--- src/rtl/team_02_pkg.sv ---
// ============================================================================
// team_02_pkg : shared types and constants for the team_02 Wishbone fetch engine
// Revision    : 1.0
// ============================================================================
`default_nettype none

package team_02_pkg;

  typedef enum logic [1:0] {
    IDLE  = 2'd0,
    REQ   = 2'd1,
    STALL = 2'd2
  } fetch_state_t;

  localparam logic [3:0]  WB_SEL_ALL = 4'hF;
  localparam logic [31:0] WORD_BYTES = 32'd4;

endpackage

`default_nettype wire

--- src/rtl/team_02_wb_fetch_fifo.sv ---
// ============================================================================
// team_02_fetch_fifo : synchronous word FIFO with flush, occupancy and head data
// Revision           : 1.0
// ============================================================================
`default_nettype none

module team_02_fetch_fifo
  import team_02_pkg::*;
#(
  parameter int DEPTH = 4,
  parameter int WIDTH = 32
) (
  input  logic                     clk,
  input  logic                     nRst,
  input  logic                     push,
  input  logic [WIDTH-1:0]         push_data,
  input  logic                     pop,
  input  logic                     flush,
  output logic                     full,
  output logic                     empty,
  output logic [$clog2(DEPTH):0]   count,
  output logic [WIDTH-1:0]         head
);

  localparam int AW = $clog2(DEPTH);
  localparam logic [AW:0] FULL_OCC = (AW + 1)'(DEPTH);

  logic [WIDTH-1:0] mem [DEPTH];
  logic [AW-1:0]    wr_ptr;
  logic [AW-1:0]    rd_ptr;
  logic [AW:0]      occ;
  logic             do_push;
  logic             do_pop;

  // Pop of an empty FIFO is ignored; a push into a full FIFO only lands if a pop frees the slot.
  assign do_pop  = pop && (occ != '0);
  assign do_push = push && ((occ != FULL_OCC) || do_pop);

  always_ff @(posedge clk or negedge nRst) begin
    if (!nRst) begin
      wr_ptr <= '0;
      rd_ptr <= '0;
      occ    <= '0;
    end else if (flush) begin
      wr_ptr <= '0;
      rd_ptr <= '0;
      occ    <= '0;
    end else begin
      if (do_push) begin
        wr_ptr <= wr_ptr + AW'(1);
      end
      if (do_pop) begin
        rd_ptr <= rd_ptr + AW'(1);
      end
      occ <= occ + (AW + 1)'(do_push) - (AW + 1)'(do_pop);
    end
  end

  always_ff @(posedge clk) begin
    if (do_push && !flush) begin
      mem[wr_ptr] <= push_data;
    end
  end

  assign head  = mem[rd_ptr];
  assign full  = (occ == FULL_OCC);
  assign empty = (occ == '0);
  assign count = occ;

endmodule

`default_nettype wire

--- src/rtl/team_02_wb_fetch.sv ---
// ============================================================================
// team_02_wb_fetch : Wishbone classic read engine feeding a valid/ready stream
// Revision         : 1.0
// ============================================================================
`default_nettype none

module team_02_wb_fetch
  import team_02_pkg::*;
#(
  parameter int DEPTH = 4,
  parameter int CNT_W = 16
) (
  input  logic             clk,
  input  logic             nRst,
  input  logic             start,
  input  logic [31:0]      start_addr,
  input  logic [CNT_W-1:0] word_count,
  input  logic             abort,
  output logic             busy,
  output logic             done,
  output logic             rd_valid,
  output logic [31:0]      rd_data,
  input  logic             rd_ready,
  output logic [31:0]      wbm_adr_o,
  output logic [31:0]      wbm_dat_o,
  output logic [3:0]       wbm_sel_o,
  output logic             wbm_we_o,
  output logic             wbm_stb_o,
  output logic             wbm_cyc_o,
  input  logic             wbm_ack_i,
  input  logic [31:0]      wbm_dat_i
);

  localparam int OCC_W = $clog2(DEPTH) + 1;
  localparam logic [OCC_W-1:0] FULL_OCC = OCC_W'(DEPTH);

  fetch_state_t     state;
  fetch_state_t     state_next;
  logic [31:0]      addr;
  logic [CNT_W-1:0] rem;
  logic             done_r;
  logic [OCC_W-1:0] occ;
  logic [OCC_W-1:0] occ_next;
  logic             fifo_full;
  logic             fifo_empty;
  logic             ack_ok;
  logic             pop_ok;
  logic             last_beat;
  logic             start_ok;
  logic             start_zero;
  logic             done_next;

  // An ack only counts while a request is on the bus and no abort is cancelling it.
  assign ack_ok     = (state == REQ) && wbm_ack_i && !abort;
  assign pop_ok     = rd_valid && rd_ready;
  assign occ_next   = occ + OCC_W'(ack_ok) - OCC_W'(pop_ok);
  assign last_beat  = ack_ok && (rem == CNT_W'(1));
  assign start_ok   = (state == IDLE) && start && !abort && (word_count != '0);
  assign start_zero = (state == IDLE) && start && !abort && (word_count == '0);
  assign done_next  = start_zero || last_beat;

  always_ff @(posedge clk or negedge nRst) begin
    if (!nRst) begin
      state <= IDLE;
    end else begin
      state <= state_next;
    end
  end

  always_comb begin
    state_next = state;
    case (state)
      IDLE: begin
        if (start_ok) begin
          state_next = fifo_full ? STALL : REQ;
        end
      end
      REQ: begin
        if (abort) begin
          state_next = IDLE;
        end else if (ack_ok) begin
          if (last_beat) begin
            state_next = IDLE;
          end else if (occ_next < FULL_OCC) begin
            state_next = REQ;
          end else begin
            state_next = STALL;
          end
        end
      end
      STALL: begin
        if (abort) begin
          state_next = IDLE;
        end else if (!fifo_full) begin
          state_next = REQ;
        end
      end
      default: state_next = IDLE;
    endcase
  end

  always_comb begin
    wbm_cyc_o = 1'b0;
    wbm_stb_o = 1'b0;
    busy      = 1'b0;
    if (state == REQ) begin
      wbm_cyc_o = 1'b1;
      wbm_stb_o = 1'b1;
    end
    if (state != IDLE) begin
      busy = 1'b1;
    end
  end

  always_ff @(posedge clk or negedge nRst) begin
    if (!nRst) begin
      addr   <= '0;
      rem    <= '0;
      done_r <= 1'b0;
    end else begin
      done_r <= done_next;
      if (abort) begin
        rem <= '0;
      end else if (start_ok) begin
        addr <= start_addr & ~32'd3;
        rem  <= word_count;
      end else if (ack_ok) begin
        addr <= addr + WORD_BYTES;
        rem  <= rem - CNT_W'(1);
      end
    end
  end

  team_02_fetch_fifo #(
    .DEPTH (DEPTH),
    .WIDTH (32)
  ) u_fifo (
    .clk       (clk),
    .nRst      (nRst),
    .push      (ack_ok),
    .push_data (wbm_dat_i),
    .pop       (rd_ready),
    .flush     (abort),
    .full      (fifo_full),
    .empty     (fifo_empty),
    .count     (occ),
    .head      (rd_data)
  );

  assign rd_valid  = !fifo_empty;
  assign done      = done_r;
  assign wbm_adr_o = addr;
  assign wbm_dat_o = '0;
  assign wbm_sel_o = WB_SEL_ALL;
  assign wbm_we_o  = 1'b0;

endmodule

`default_nettype wire
--- config.mk ---
export PLATFORM = sky130hd
export DESIGN_NAME = team_02_wb_fetch
export DESIGN_NICKNAME = d
export VERILOG_FILES = /design/src/rtl/team_02_pkg.sv /design/src/rtl/team_02_wb_fetch_fifo.sv /design/src/rtl/team_02_wb_fetch.sv
export SDC_FILE = /design/constraint.sdc
export NUM_CORES = 1
export LEC_CHECK = 0
export CAP_MARGIN = 20
export CELL_PAD_IN_SITES_DETAIL_PLACEMENT = 0
export CELL_PAD_IN_SITES_GLOBAL_PLACEMENT = 1
export CORE_MARGIN = 2
export CORE_UTILIZATION = 45
export CTS_BUF_LIST = sky130_fd_sc_hd__clkbuf_8
export DETAILED_ROUTE_END_ITERATION = 10
export GPL_TIMING_DRIVEN = 0
export PLACE_DENSITY = 0.9
export SLEW_MARGIN = 20
export SYNTH_ARGS = -nofsm -noshare
export SYNTH_HDL_FRONTEND = slang
export SYNTH_SLANG_ARGS = --single-unit
--- constraint.sdc ---
create_clock -name clk -period 5.3 [get_ports clk]
set_clock_uncertainty 0.2 [all_clocks]
set_input_delay 1.06 -clock clk [delete_from_list [all_inputs] [get_ports clk]]
set_output_delay 1.06 -clock clk [all_outputs]
set_load 0.05 [all_outputs]
---- Word level (Yosys, flattened, before mapping) ----
Memories as Yosys holds them, arrays and structs flattened.
Cells that the tools add are included.
operators by class
  reductions and logical operators ........ 27
  bitwise gates (word level) .............. 1
  mux-type cells .......................... 23
  add/sub/neg operators ................... 8
  order comparisons ....................... 1
  equal/unequal tests ..................... 8
operators by type and width
  operator                 count
  $mux W32                 2
  $mux W16                 3
  $add A32 B3 Y32 const B  1
  $mux W2                  12
  $eq A16 B1 Y1 const B    1
  $logic_not A16 Y1        1
  $reduce_bool A16 Y1      1
  $sub A16 B1 Y16 const B  1
  $logic_and A1 B1 Y1      11
  $ne A3 B3 Y1 const B     3
  $reduce_bool A2 Y1       4
  $add A3 B1 Y3            2
  $pmux W2 S3              1
  $reduce_bool A3 Y1       2
  $sub A3 B1 Y3            2
  $add A2 B1 Y2 const B    2
  $mux W1                  4
  $eq A3 B3 Y1 const B     1
  $logic_not A3 Y1         1
  $lt A3 B3 Y1 const B     1
  $mux W3                  1
  $reduce_and A3 Y1        1
  $eq A2 B1 Y1 const B     1
  $eq A2 B2 Y1 const B     1
  other kinds (6)          8
storage, ports and cells
  word-level logic and storage cells ...... 76
  input bits .............................. 86
  RAM bits ................................ 128
  memories ................................ 1
  output and inout bits ................... 106
  flip-flop bits (word level) ............. 58
memory list
  name        words  width  rd ports  clocked after memory_dff  write ports  RTL line                     source
  u_fifo.mem  4      32     1         0                         1            team_02_wb_fetch_fifo.sv:28  logic [WIDTH-1:0] mem [DEPTH];

---- Logic depth before layout (Yosys ltp) ----
Gate-level depths: netlist (run 1).
  depth in word-level cells ............... 11
  depth in mapped cells ................... 10
  depth with buffers taken out ............ 9

---- Cells and area by module ----
From an unflattened synthesis (run 1), not the netlist that was laid out.
second synthesis, totals
  cell total of the unflattened synthesis .. 615
  area, all modules ....................... 8515.7 um2
by module, submodules not included
  module              area each (um2)  times used  cells each  seq. area each (um2)
  team_02_fetch_fifo  5099.9           1           213         4018.9
  team_02_wb_fetch    3415.8           1           402         1226.2

---- Least setup slack after synthesis (run 1) ----
OpenSTA, ideal clock, no wires.
  path kind ............................... input to register
  start point ............................. input abort
  end point ............................... memory u_fifo.mem[0][0] (enable)
  data required time ...................... 4.708 ns
  path buffers ............................ 3
  stages .................................. 6
  data arrival time ....................... 2.869 ns
  library setup time ...................... 0.392 ns
  slack ................................... 1.839 ns
  cells stage by stage .................... clkbuf_1 > nor4bb_1 > buf_2 > o21a_1 > clkbuf_1 > and2_1
on the way
  word-level cells in the longest chain between the ends .. 6
RTL lines
  what                               RTL line                                             source
  start, declared                    team_02_wb_fetch.sv:18                               input logic abort,
  $logic_not A1 Y1 (*)               team_02_wb_fetch_fifo.sv:60, team_02_wb_fetch.sv:54
  $logic_and A1 B1 Y1                team_02_wb_fetch.sv:54                               assign ack_ok = (state == REQ) && wbm_ack_i && !abort;
  $logic_and A1 B1 Y1                team_02_wb_fetch_fifo.sv:37                          assign do_push = push && ((occ != FULL_OCC) || do_pop);
  $logic_and A1 B1 Y1 (*)            team_02_wb_fetch_fifo.sv:60                          if (do_push && !flush) begin
  $mux W1 (*)                        team_02_wb_fetch_fifo.sv:60
  $mux W1 (implied by the code) (*)  team_02_wb_fetch_fifo.sv:61                          mem[wr_ptr] <= push_data;
  end, declared                      team_02_wb_fetch_fifo.sv:28
Every way passes the cells marked *; elsewhere a longest branch is shown, timed or not.

---- Worst setup path in the final report (run 1) ----
  start point ............................. register u_fifo.rd_ptr[0]
  end point ............................... output rd_data[17]
on the way
  word-level cells in the longest chain between the ends .. 1
RTL lines
  what                    RTL line                     source
  start, declared         team_02_wb_fetch_fifo.sv:30  logic [AW-1:0] rd_ptr;
  start signal, assigned  team_02_wb_fetch_fifo.sv:53  rd_ptr <= rd_ptr + AW'(1);
  $mem_v2 Z4 W32          -
  end, declared           team_02_wb_fetch.sv:22       output logic [31:0] rd_data,
Every way passes these cells.

==> flow_summary.rst, run 1 <==
.. list-table::
   :header-rows: 1

   * - Metric
     - Value
   * - Outcome
     - finished, final reports clean
   * - H-tree levels
     - 4
   * - CTS tree
     - done
   * - Share of final-layout standard cells stronger than drive strength 1
     - 0.158
   * - Drt pass-1 iters
     - 5
   * - Worst-Skew Late Latency
     - 0.47 ns
   * - Most used DFF post-synth
     - edfxtp_1
   * - Starting utilization of the core area
     - 0.463
   * - Maximum frequency from static timing analysis
     - 0.224 GHz
   * - Worst-path maximum fanout
     - 10
   * - Post-synth EDFFs
     - 128
   * - Global-route wire length before repair
     - 32000 um
   * - Mean Syn Cell Area
     - about 14 um^2
   * - Top library cells by usage in the layout, fill and taps aside
     - clkdlybuf4s50_1, edfxtp_1, dfrtp_1
   * - Sort of element at the end of the critical path
     - primary output
   * - Initial antenna violation count
     - 0
   * - Most common cell after layout, fill and taps aside
     - clkdlybuf4s50_1
   * - Count of final hold-check violations
     - 0
   * - Buffers added on ports
     - 150
   * - Antenna fix cells
     - 0
   * - Total negative slack
     - 0 ns
   * - Grt total ovfl
     - 0
   * - Final setup fails
     - 0
   * - Ys Warns
     - 0
   * - Total number of vias
     - 5957
   * - Number of hold buffers added after cts
     - 0
   * - Total standard cell area after synthesis
     - 8400 um^2
   * - CTS sink count
     - 184
   * - Core outline area
     - 18100 um^2
   * - Row count
     - 49
   * - Width of the die
     - 141 um
   * - Clock period minus final worst setup slack
     - 4.46 ns
   * - Vias per std cell
     - 5.60
   * - Clock-pin slew of the registers on the worst-case setup and hold paths
     - 0.11 ns
   * - Slew Viols, Final
     - 0
   * - Standby leakage power
     - 3.97 nW
   * - Worst hold path type
     - input port to asynchronous set/reset pin
   * - Ys async rst share
     - 0.304
   * - Share of synthesized area occupied by flip-flops and latches
     - 0.624
   * - Tot Pwr
     - 5.31 mW
   * - Die height
     - 141 um
   * - Synth Register Bits
     - ~180
   * - Maximum buffer depth of the clock tree
     - 2
   * - Share of the core filled with cells in the final layout
     - 0.599
   * - Post-route DRC
     - 0
   * - Worst Slack Setup Final
     - 0.844 ns
   * - Share of the clock period used by the worst path after layout
     - 0.841
   * - Via count of the first global-routing pass
     - between 6000 and 7000
   * - Antenna-violating nets left
     - 0
   * - Data required, critical path
     - 4.04 ns
   * - GP Congestion
     - 0.925
   * - Data arrival time of the critical path
     - roughly 3.2 ns
   * - Power density over cell area
     - 488 nW/um^2
   * - TritonCTS buffer count
     - 17
   * - Mean routed wirelength per cell
     - 18.9 um
   * - Area growth syn-to-layout
     - 29.4%
   * - Drt first-iter violations
     - 420
   * - Number of distinct standard cells referenced by the synthesized netlist
     - between 60 and 70
   * - Overall global routing resource usage
     - 0.207
   * - CP Launch Type
     - register
   * - Critical path class
     - register to primary output
   * - Worst slack, placed
     - 1.20 ns
   * - Routed WL
     - ~20000 um
   * - Cell chosen for the clock root
     - clkbuf_8
   * - Headroom to the max-slew limit
     - 0.381
   * - Nets
     - ~920
   * - I/O pin count
     - around 190
   * - Count of buffers added by post-CTS timing repair for setup
     - 0
   * - Worst hold margin
     - about 0.21 ns
   * - Count of max-cap constraint violations
     - 0
   * - Final HPWL from detailed placement
     - between 10000 and 15000 um
   * - Largest net degree at the start of global routing
     - between 40 and 50
   * - Worst IR drop on VDD
     - 0.000321 V
   * - Cells after synthesis
     - 611
   * - Slew at the pin closest to its max-slew limit
     - 0.921 ns
   * - RSZ-0062 raised after global routing
     - false
   * - Full die area
     - 19800 um^2
   * - Count of cells resized by post-cts repair
     - 0
==> state kept, by name (all words and copies together) (netlist names) <==
signal	count
rem	16
u_fifo.count	3
state	2
u_fifo.rd_ptr	2
done	1
u_fifo.mem	128
wbm_adr_o	30
u_fifo.wr_ptr	2
==> metal layers <==
| metal | share of wire | track usage |
|---|---|---|
| met5 | 0 | 0 |
| met4 | 0.020 | 0.0679 |
| met3 | 0.075 | 0.0459 |
| met2 | 0.49 | 0.345 |
| met1 | 0.42 | 0.273 |
==> where the power goes <==
group | switching [mW] | internal, mW
Combinational | 1.52 | 0.888
Clock | 0.577 | 0.361
Sequential | 0.235 | 1.73
Total | 2.33 | 2.98
==> cells by family (layout without fill, tap and decap cells) <==
kind of cell / Yosys count / after routing / share of synthesized area
flops: 184 / 184 / 0.624
fa+ha+maj: 11 / 11 / 0.0173
xor+xnor: 13 / 13 / 0.0135
mux: 37 / 37 / 0.0919
simple gates: 173 / 173 / 0.107
buf+inv: 85 / 272 / 0.0569
other cells: 2 / 39 / 0.000894
compound gates: 106 / 106 / 0.0882
==> through the flow <==
step | instances | cell area [um^2]
after detailed placement | 1032 | 10500
after global routing | 1064 | 10900
final | 1064 | 10900
after floorplan | 648 | 8540
after CTS | 1064 | 10900
after global placement | 1027 | 10300
==> synthesized netlist by cell type, types with 7 or more instances <==
cell | count | area [um^2]
nand3_1 | 9 | 45.0
xor2_1 | 8 | 70.1
mux4_2 | 32 | 721
buf_4 | 40 | 300
clkbuf_1 | 16 | 60.1
a31oi_1 | 7 | 43.8
a21oi_1 | 14 | 70.1
nor2_1 | 46 | 173
buf_2 | 7 | 35.0
nor3_1 | 18 | 90.1
dfrtp_1 | 56 | 1400
a211oi_1 | 9 | 67.6
nand4_1 | 14 | 87.6
o31ai_1 | 7 | 52.6
nand2_1 | 38 | 143
ha_1 | 10 | 125
nor4_1 | 10 | 62.6
edfxtp_1 | 128 | 3840
inv_1 | 15 | 56.3
o21ai_0 | 26 | 130
==> cell type report <==
type,count,area [um^2]
Buffer,69,418
Tap cell,229,287
Clock inverter,15,170
Inverter,16,60.1
Fill cell,1419,7270
Sequential cell,184,5250
Multi-Input combinational cell,379,2820
Timing Repair Buffer,155,1640
Clock buffer,17,234
==> critical path, stage by stage, from the launching register on <==
cell and delay, ns:
dfrtp_1 0.34, clkbuf_1 0.36, buf_1 0.70, mux4_2 0.61
clkdlybuf4s50_1 0.72
==> worst paths after layout <==
kind / from / end / slack (ns) / depth (start not counted)
worst min register to register: wbm_adr_o[16] / wbm_adr_o[16] / 0.38 / 1
worst max-delay path: u_fifo.rd_ptr[0] / rd_data[17] / 0.84 / 4
worst max register to register: state[0] / u_fifo.mem[2][26] / 2.48 / 7
worst min-delay path: nRst / rem[0] / 0.21 / 1
min in group clk: wbm_adr_o[16] / wbm_adr_o[16] / 0.38 / 1
max in group asynchronous: nRst / wbm_adr_o[9] / 4.20 / 2
(Power assumes the default switching activity.)
==> run 2: changes to the inputs <==
--- a/config.mk
+++ b/config.mk
@@ -9,11 +9,11 @@
 export CELL_PAD_IN_SITES_DETAIL_PLACEMENT = 0
 export CELL_PAD_IN_SITES_GLOBAL_PLACEMENT = 1
 export CORE_MARGIN = 2
-export CORE_UTILIZATION = 45
+export CORE_UTILIZATION = 42
 export CTS_BUF_LIST = sky130_fd_sc_hd__clkbuf_8
 export DETAILED_ROUTE_END_ITERATION = 10
 export GPL_TIMING_DRIVEN = 0
-export PLACE_DENSITY = 0.9
+export PLACE_DENSITY = 0.84
 export SLEW_MARGIN = 20
 export SYNTH_ARGS = -nofsm -noshare
 export SYNTH_HDL_FRONTEND = slang
==> constraint.sdc (replaced) <==
create_clock -name clk -period 4.17 [get_ports clk]
set_clock_uncertainty 0.2 [all_clocks]
set_input_delay 0.834 -clock clk [delete_from_list [all_inputs] [get_ports clk]]
set_output_delay 0.834 -clock clk [all_outputs]
set_load 0.05 [all_outputs]
==> flow_summary.rst, run 2 (synthesized netlist as in run 1, its figures left out) <==
.. list-table::
   :header-rows: 1

   * - Metric
     - Value
   * - Starting utilization of the core area
     - 0.430 (-0.0327)
   * - Maximum frequency from static timing analysis
     - approximately 0.26 GHz
   * - Worst-path maximum fanout
     - 10 (unchanged)
   * - Count of max-cap constraint violations
     - 0 (unchanged)
   * - Cells traversed along the worst timing path
     - clkbuf_1 -> buf_2 -> mux4_2 -> clkdlybuf4s50_1
   * - Share of the clock period used by the worst path after layout
     - 0.933
   * - Full die area
     - 21200 um^2 (+6.9%)
   * - Data arrival time of the critical path
     - 2.86 ns (-0.34 ns)
   * - Outcome
     - finished, final reports clean
   * - Routed WL
     - 20000 um (-0.82%)
   * - Reg power frac
     - 0.369 (about the same)
   * - Power density over cell area
     - 618 nW/um^2 (+27%)
   * - Via count of the first global-routing pass
     - 5863 (-4.8%)
   * - Count of final hold-check violations
     - 0 (unchanged)
   * - H-tree levels
     - 4 (unchanged)
   * - Cell internal pwr
     - 3.79 mW (+27%)
   * - Slew at the pin closest to its max-slew limit
     - 0.886 ns (-0.0352 ns)
   * - Vias per std cell
     - 5.24 (-6.4%)
   * - Mean routed wirelength per cell
     - 18.2 um (-4.1%)
   * - Global-route wire length before repair
     - 32100 um (+0.30%)
   * - Part of the power in combinational logic
     - 0.455 (+0.002)
   * - Post-route DRC
     - 0 (unchanged)
   * - Tot Pwr
     - 6.74 mW (+27%)
   * - Critical path startpoint
     - u_fifo.rd_ptr[0]
   * - Grt total ovfl
     - 0 (unchanged)
   * - CP Launch Type
     - register
   * - Worst flop-to-flop path startpoint
     - state[0]
   * - Clock period minus final worst setup slack
     - 3.89 ns
   * - Worst path slowest cell
     - clkdlybuf4s50_1
   * - Data required, critical path
     - 3.14 ns (-0.90 ns)
   * - Standby leakage power
     - 3.98 nW (+0.21%)
   * - Clock-pin slew of the registers on the worst-case setup and hold paths
     - 0.11 ns (about the same)
   * - Sw Ratio
     - 0.438 (-0.00105)
   * - Layout Cells excl Fill
     - 1100 (+3.4%)
   * - CTS sink count
     - 184 (unchanged)
   * - Cell class contributing the biggest share of worst-path delay
     - buffers and inverters
   * - Share of the core filled with cells in the final layout
     - 0.559 (-0.0406)
   * - Largest net degree at the start of global routing
     - 32 (-33%)
   * - Antenna-violating nets left
     - 0 (unchanged)
   * - Initial antenna violation count
     - 0 (unchanged)
   * - Most common cell after layout, fill and taps aside
     - clkdlybuf4s50_1
   * - GP Congestion
     - 0.856 (-7.5%)
   * - Worst IR drop on VDD
     - 0.000421 V (+31%)
   * - Count of cells resized by post-cts repair
     - 5 (+5)
   * - Buffers added on ports
     - 150 (unchanged)
   * - Relative contribution of the clock network to total power
     - 0.176 (about the same)
   * - Width of the die
     - 145 um (+3.4%)
   * - Area growth syn-to-layout
     - 29.8%
   * - Antenna fix cells
     - 0 (unchanged)
   * - Row count
     - 51 (+4.1%)
   * - Maximum buffer depth of the clock tree
     - 2 (unchanged)
   * - Core outline area
     - 19500 um^2 (+7.6%)
   * - Die height
     - 145 um (+3.4%)
   * - Worst hold path type
     - input port to asynchronous set/reset pin
   * - Final HPWL from detailed placement
     - 14100 um (-0.24%)
   * - RSZ-0062 raised after global routing
     - false
   * - Slew Viols, Final
     - 0 (unchanged)
   * - Sort of element at the end of the critical path
     - primary output
   * - Cell chosen for the clock root
     - clkbuf_8
   * - Placed instance count
     - 1068 (+3.5%)
   * - Overall global routing resource usage
     - 0.192 (-0.0154)
   * - Slack of the worst reg-to-reg path
     - 1.32 ns (-1.16 ns)
   * - Count of buffers added by post-CTS timing repair for setup
     - 0 (unchanged)
   * - Critical path class
     - register to primary output
   * - I/O pin count
     - 192 (unchanged)
   * - Biggest register
     - u_fifo.mem
   * - Number of hold buffers added after cts
     - 0 (unchanged)
   * - CTS tree
     - done
   * - Worst-Skew Late Latency
     - 0.45 ns (-0.02 ns)
   * - Delay of the slowest cell on the worst path
     - 0.72 ns (about the same)
   * - WP buf/inv
     - 3 (unchanged)
   * - Drt pass-1 iters
     - 5 (unchanged)
   * - Headroom to the max-slew limit
     - 0.405 (+0.0237)
   * - Flip-flop count of the largest register after layout
     - 128 (unchanged)
   * - Top library cells by usage in the layout, fill and taps aside
     - clkdlybuf4s50_1, edfxtp_1, dfrtp_1
   * - Share of final-layout standard cells stronger than drive strength 1
     - 0.160 (+0.00240)
   * - Final setup fails
     - 0 (unchanged)
   * - Total number of vias
     - 5765 (-3.2%)
   * - Drt first-iter violations
     - 403 (-4.0%)
   * - Nets
     - 919 (unchanged)
   * - TritonCTS buffer count
     - 17 (unchanged)
   * - Switching Power
     - 2.95 mW (+27%)
-- run 2: cell types whose count changed in the layout (fill, tap and decap cells not counted), sizes merged --
cell,previous run,this run
clkinv,6,7
clkinvlp,1,0
-- run 2: worst register-to-register path, delay by kind of cell, from the launching register on --
kind / cells / cell delay [ns]
compound gates: 1 / 0.15
simple gates: 2 / 0.80
buf+inv: 4 / 0.99
flops: 1 / 0.42
-- run 2: per-layer routing --
metal | track usage | up-vias | share of wire
li1 | - | 2709 | -
met2 | 0.313 | 210 | 0.48
met5 | 0 | - | 0
met4 | 0.0461 | 0 | 0.012
met1 | 0.260 | 2824 | 0.44
met3 | 0.0495 | 22 | 0.072
-- run 2: cell type report --
cell class              instances  area (um^2)
fillers                      1683         8620
flip-flops and latches        184         5250
multi-input cells             379         2820
repair buffers                155         1620
plain buffers                  69          422
well taps                     265          332
clock buffers                  17          234
clock inverters                15          169
inverters                      16         60.1
-- run 2: path summary, 6_finish.rpt --
check / depth (start not counted) / to
max reg2reg: 7 / u_fifo.mem[2][2]
max: 4 / rd_data[5]
min reg2reg: 1 / wbm_adr_o[16]
max in group asynchronous: 2 / wbm_adr_o[30]
min: 1 / rem[4]
min in group clk: 1 / wbm_adr_o[16]
-- run 2: power groups by stage --
| stage | clock network (mW) | logic [mW] | registers, mW |
|---|---|---|---|
| after detailed placement | 0 | 3.07 | 2.52 |
| after floorplan | 0 | 1.66 | 2.94 |
| after global placement | 0 | 3.04 | 2.51 |
| after global routing | 1.29 | 3.27 | 2.53 |
| after CTS | 1.22 | 3.09 | 2.48 |
| final | 1.19 | 3.06 | 2.49 |
-- run 2: per-stage QoR --
stage / setup TNS, ns / hold WS [ns] / area, um^2 / setup WS (ns)
floorplan: 0 / 0.338 / 8540 / 0.935
global placement: -53.59 / 0.337 / 10400 / -0.430
detailed placement: 0 / 0.338 / 10500 / 0.270
CTS: 0 / 0.0694 / 10900 / 0.0810
global route: 0 / 0.0847 / 10900 / 0.0772
finish: 0 / 0.0952 / 10900 / 0.278
==> run 3: changes to the inputs <==
--- a/config.mk
+++ b/config.mk
@@ -8,12 +8,13 @@
 export CAP_MARGIN = 20
 export CELL_PAD_IN_SITES_DETAIL_PLACEMENT = 0
 export CELL_PAD_IN_SITES_GLOBAL_PLACEMENT = 1
-export CORE_MARGIN = 2
+export CORE_MARGIN = 4
 export CORE_UTILIZATION = 42
 export CTS_BUF_LIST = sky130_fd_sc_hd__clkbuf_8
 export DETAILED_ROUTE_END_ITERATION = 10
 export GPL_TIMING_DRIVEN = 0
 export PLACE_DENSITY = 0.84
+export SKIP_CTS_REPAIR_TIMING = 1
 export SLEW_MARGIN = 20
 export SYNTH_ARGS = -nofsm -noshare
 export SYNTH_HDL_FRONTEND = slang
==> flow_summary.rst, run 3 (synthesized netlist as in run 1, its figures left out) <==
.. list-table::
   :header-rows: 1

   * - Metric
     - Value
   * - Outcome
     - finished, final reports clean
   * - CTS tree
     - done
   * - Vias per std cell
     - 5.26 (+0.45%)
   * - Share of the clock period used by the worst path after layout
     - 0.944 (+0.0107)
   * - Delay of the slowest cell on the worst path
     - 0.74 ns (+0.02 ns)
   * - Worst IR drop on VDD
     - 0.000455 V (+8.2%)
   * - Initial antenna violation count
     - 0 (unchanged)
   * - WP buf/inv
     - 3 (unchanged)
   * - Via count of the first global-routing pass
     - 5794 (-1.2%)
   * - Core outline area
     - 19600 um^2 (+0.33%)
   * - Maximum buffer depth of the clock tree
     - 2 (unchanged)
   * - Global-route wire length before repair
     - 32200 um (+0.43%)
   * - H-tree levels
     - 4 (unchanged)
   * - Biggest register
     - u_fifo.mem
   * - Buffers added on ports
     - 150 (unchanged)
   * - Mean routed wirelength per cell
     - 18.6 um (+2.5%)
   * - Routed WL
     - 20500 um (+2.5%)
   * - Slack of the worst reg-to-reg path
     - 1.35 ns (+0.03 ns)
   * - Cell chosen for the clock root
     - clkbuf_8
   * - Die height
     - 149 um (+2.8%)
   * - Share of final-layout standard cells stronger than drive strength 1
     - 0.162 (+0.00120)
   * - Area growth syn-to-layout
     - 30.1%
   * - Slew at the pin closest to its max-slew limit
     - 0.899 ns (+0.0134 ns)
   * - Full die area
     - 22300 um^2 (+5.6%)
   * - Post-route DRC
     - 0 (unchanged)
   * - Clock-pin slew of the registers on the worst-case setup and hold paths
     - 0.11 ns (about the same)
   * - Worst Slack Setup Final
     - 0.234 ns (-0.0445 ns)
   * - Worst hold path type
     - input port to asynchronous set/reset pin
   * - Final setup fails
     - 0 (unchanged)
   * - Row count
     - 51 (unchanged)
   * - Grt total ovfl
     - 0 (unchanged)
   * - Power density over cell area
     - 621 nW/um^2 (+0.58%)
   * - Worst-path maximum fanout
     - 10 (unchanged)
   * - RSZ-0062 raised after global routing
     - false
   * - Drt first-iter violations
     - 401 (-0.50%)
   * - Data arrival time of the critical path
     - 2.90 ns (+0.04 ns)
   * - CP Launch Type
     - register
   * - Cells traversed along the worst timing path
     - clkbuf_1 -> clkbuf_2 -> mux4_2 -> clkdlybuf4s50_1
   * - Final HPWL from detailed placement
     - 14600 um (+3.3%)
   * - Cell class contributing the biggest share of worst-path delay
     - buffers and inverters
   * - Starting utilization of the core area
     - 0.429 (-0.00140)
   * - Most common cell after layout, fill and taps aside
     - clkdlybuf4s50_1
   * - Overall global routing resource usage
     - 0.186 (-0.00615)
   * - Flip-flop count of the largest register after layout
     - 128 (unchanged)
   * - Worst path slowest cell
     - clkdlybuf4s50_1
   * - Largest net degree at the start of global routing
     - 36 (+13%)
   * - Clock period minus final worst setup slack
     - 3.94 ns (+0.0445 ns)
   * - TritonCTS buffer count
     - 17 (unchanged)
   * - Antenna fix cells
     - 0 (unchanged)
   * - Antenna-violating nets left
     - 0 (unchanged)
   * - Critical path class
     - register to primary output
   * - Top library cells by usage in the layout, fill and taps aside
     - clkdlybuf4s50_1, edfxtp_1, dfrtp_1
   * - I/O pin count
     - 192 (unchanged)
   * - Total number of vias
     - 5791 (+0.45%)
   * - Standby leakage power
     - 3.99 nW (+0.17%)
   * - Maximum frequency from static timing analysis
     - 0.254 GHz (-1.1%)
   * - Worst-Skew Late Latency
     - 0.47 ns (+0.02 ns)
   * - Headroom to the max-slew limit
     - 0.396 (-0.00903)
   * - Slew Viols, Final
     - 0 (unchanged)
   * - Data required, critical path
     - 3.14 ns (about the same)
   * - Sort of element at the end of the critical path
     - primary output
   * - Count of final hold-check violations
     - 0 (unchanged)
   * - GP Congestion
     - 0.843 (-1.5%)
   * - Worst slack, placed
     - 0.257 ns (-0.0131 ns)
   * - Drt pass-1 iters
     - 5 (unchanged)
   * - Total negative slack
     - 0 ns (unchanged)
   * - Nets
     - 919 (unchanged)
   * - Worst hold margin
     - 0.0633 ns (-0.0319 ns)
   * - Count of max-cap constraint violations
     - 0 (unchanged)
   * - CTS sink count
     - 184 (unchanged)
   * - Width of the die
     - 149 um (+2.8%)
   * - Fill cell total of the finished layout
     - 1631 (-3.1%)
[run 3: cell types whose count changed in the layout (fill, tap and decap cells not counted), moves of 2 or more]
cell,previous run,this run
clkinv_4,2,0
clkbuf_2,0,3
inv_8,5,2
clkinv_8,3,6
buf_2,10,7
[run 3: routing by layer]
metal | wire [um] | vias up | track usage | part of all wire
met1 | 8950 | 2862 | 0.263 | 0.44
li1 | - | 2706 | - | -
met4 | 80 | 0 | 0.0357 | 0.0039
met3 | 1610 | 8 | 0.0530 | 0.079
met5 | 0 | - | 0 | 0
met2 | 9840 | 215 | 0.291 | 0.48
[run 3: worst paths after layout]
| kind | depth (start not counted) | endpoint | from |
|---|---|---|---|
| setup / recovery | 4 | rd_data[27] | u_fifo.rd_ptr[0] |
| hold / removal | 1 | rem[11] | nRst |
| setup reg to reg | 7 | u_fifo.mem[3][16] | state[0] |
| hold reg to reg | 1 | wbm_adr_o[16] | wbm_adr_o[16] |
| max in group asynchronous | 2 | wbm_adr_o[30] | nRst |
| min in group clk | 1 | wbm_adr_o[16] | wbm_adr_o[16] |
[run 3: worst register-to-register path, stage by stage, from the launching register on]
cell	delay [ns]
dfrtp_1	0.40
buf_2	0.20
nor4bb_1	0.29
buf_2	0.28
o21a_1	0.15
clkbuf_1	0.26
and2_2	0.53
buf_16	0.23
[run 3: layout make-up]
class	count	area, um^2	area share
buffer	69	422	0.0386
clock buffer	17	234	0.0214
clock inverter	15	193	0.0176
inverter	16	60.1	0.00549
multi-input combinational	379	2820	0.258
sequential	184	5250	0.480
tap	265	332	0.0303
timing repair buffer	155	1620	0.148
[run 3: stage by stage]
step | std cells | area [um^2] | total power [mW] | util
finish | 1100 | 10900 | 6.79 | 0.558
global route | 1100 | 10900 | 7.16 | 0.558
CTS | 1100 | 10900 | 6.84 | 0.558
detailed placement | 1068 | 10500 | 5.59 | 0.536
global placement | 1063 | 10400 | 5.56 | 0.530
floorplan | 648 | 8540 | 4.59 | -
[run 3: where the power goes]
group,leakage [nW],total [mW],internal (mW),switching (mW)
combinational,1.92,3.07,1.13,1.94
clock,0.212,1.24,0.472,0.765
sequential,1.85,2.49,2.20,0.291
total,3.99,6.79,3.80,2.99
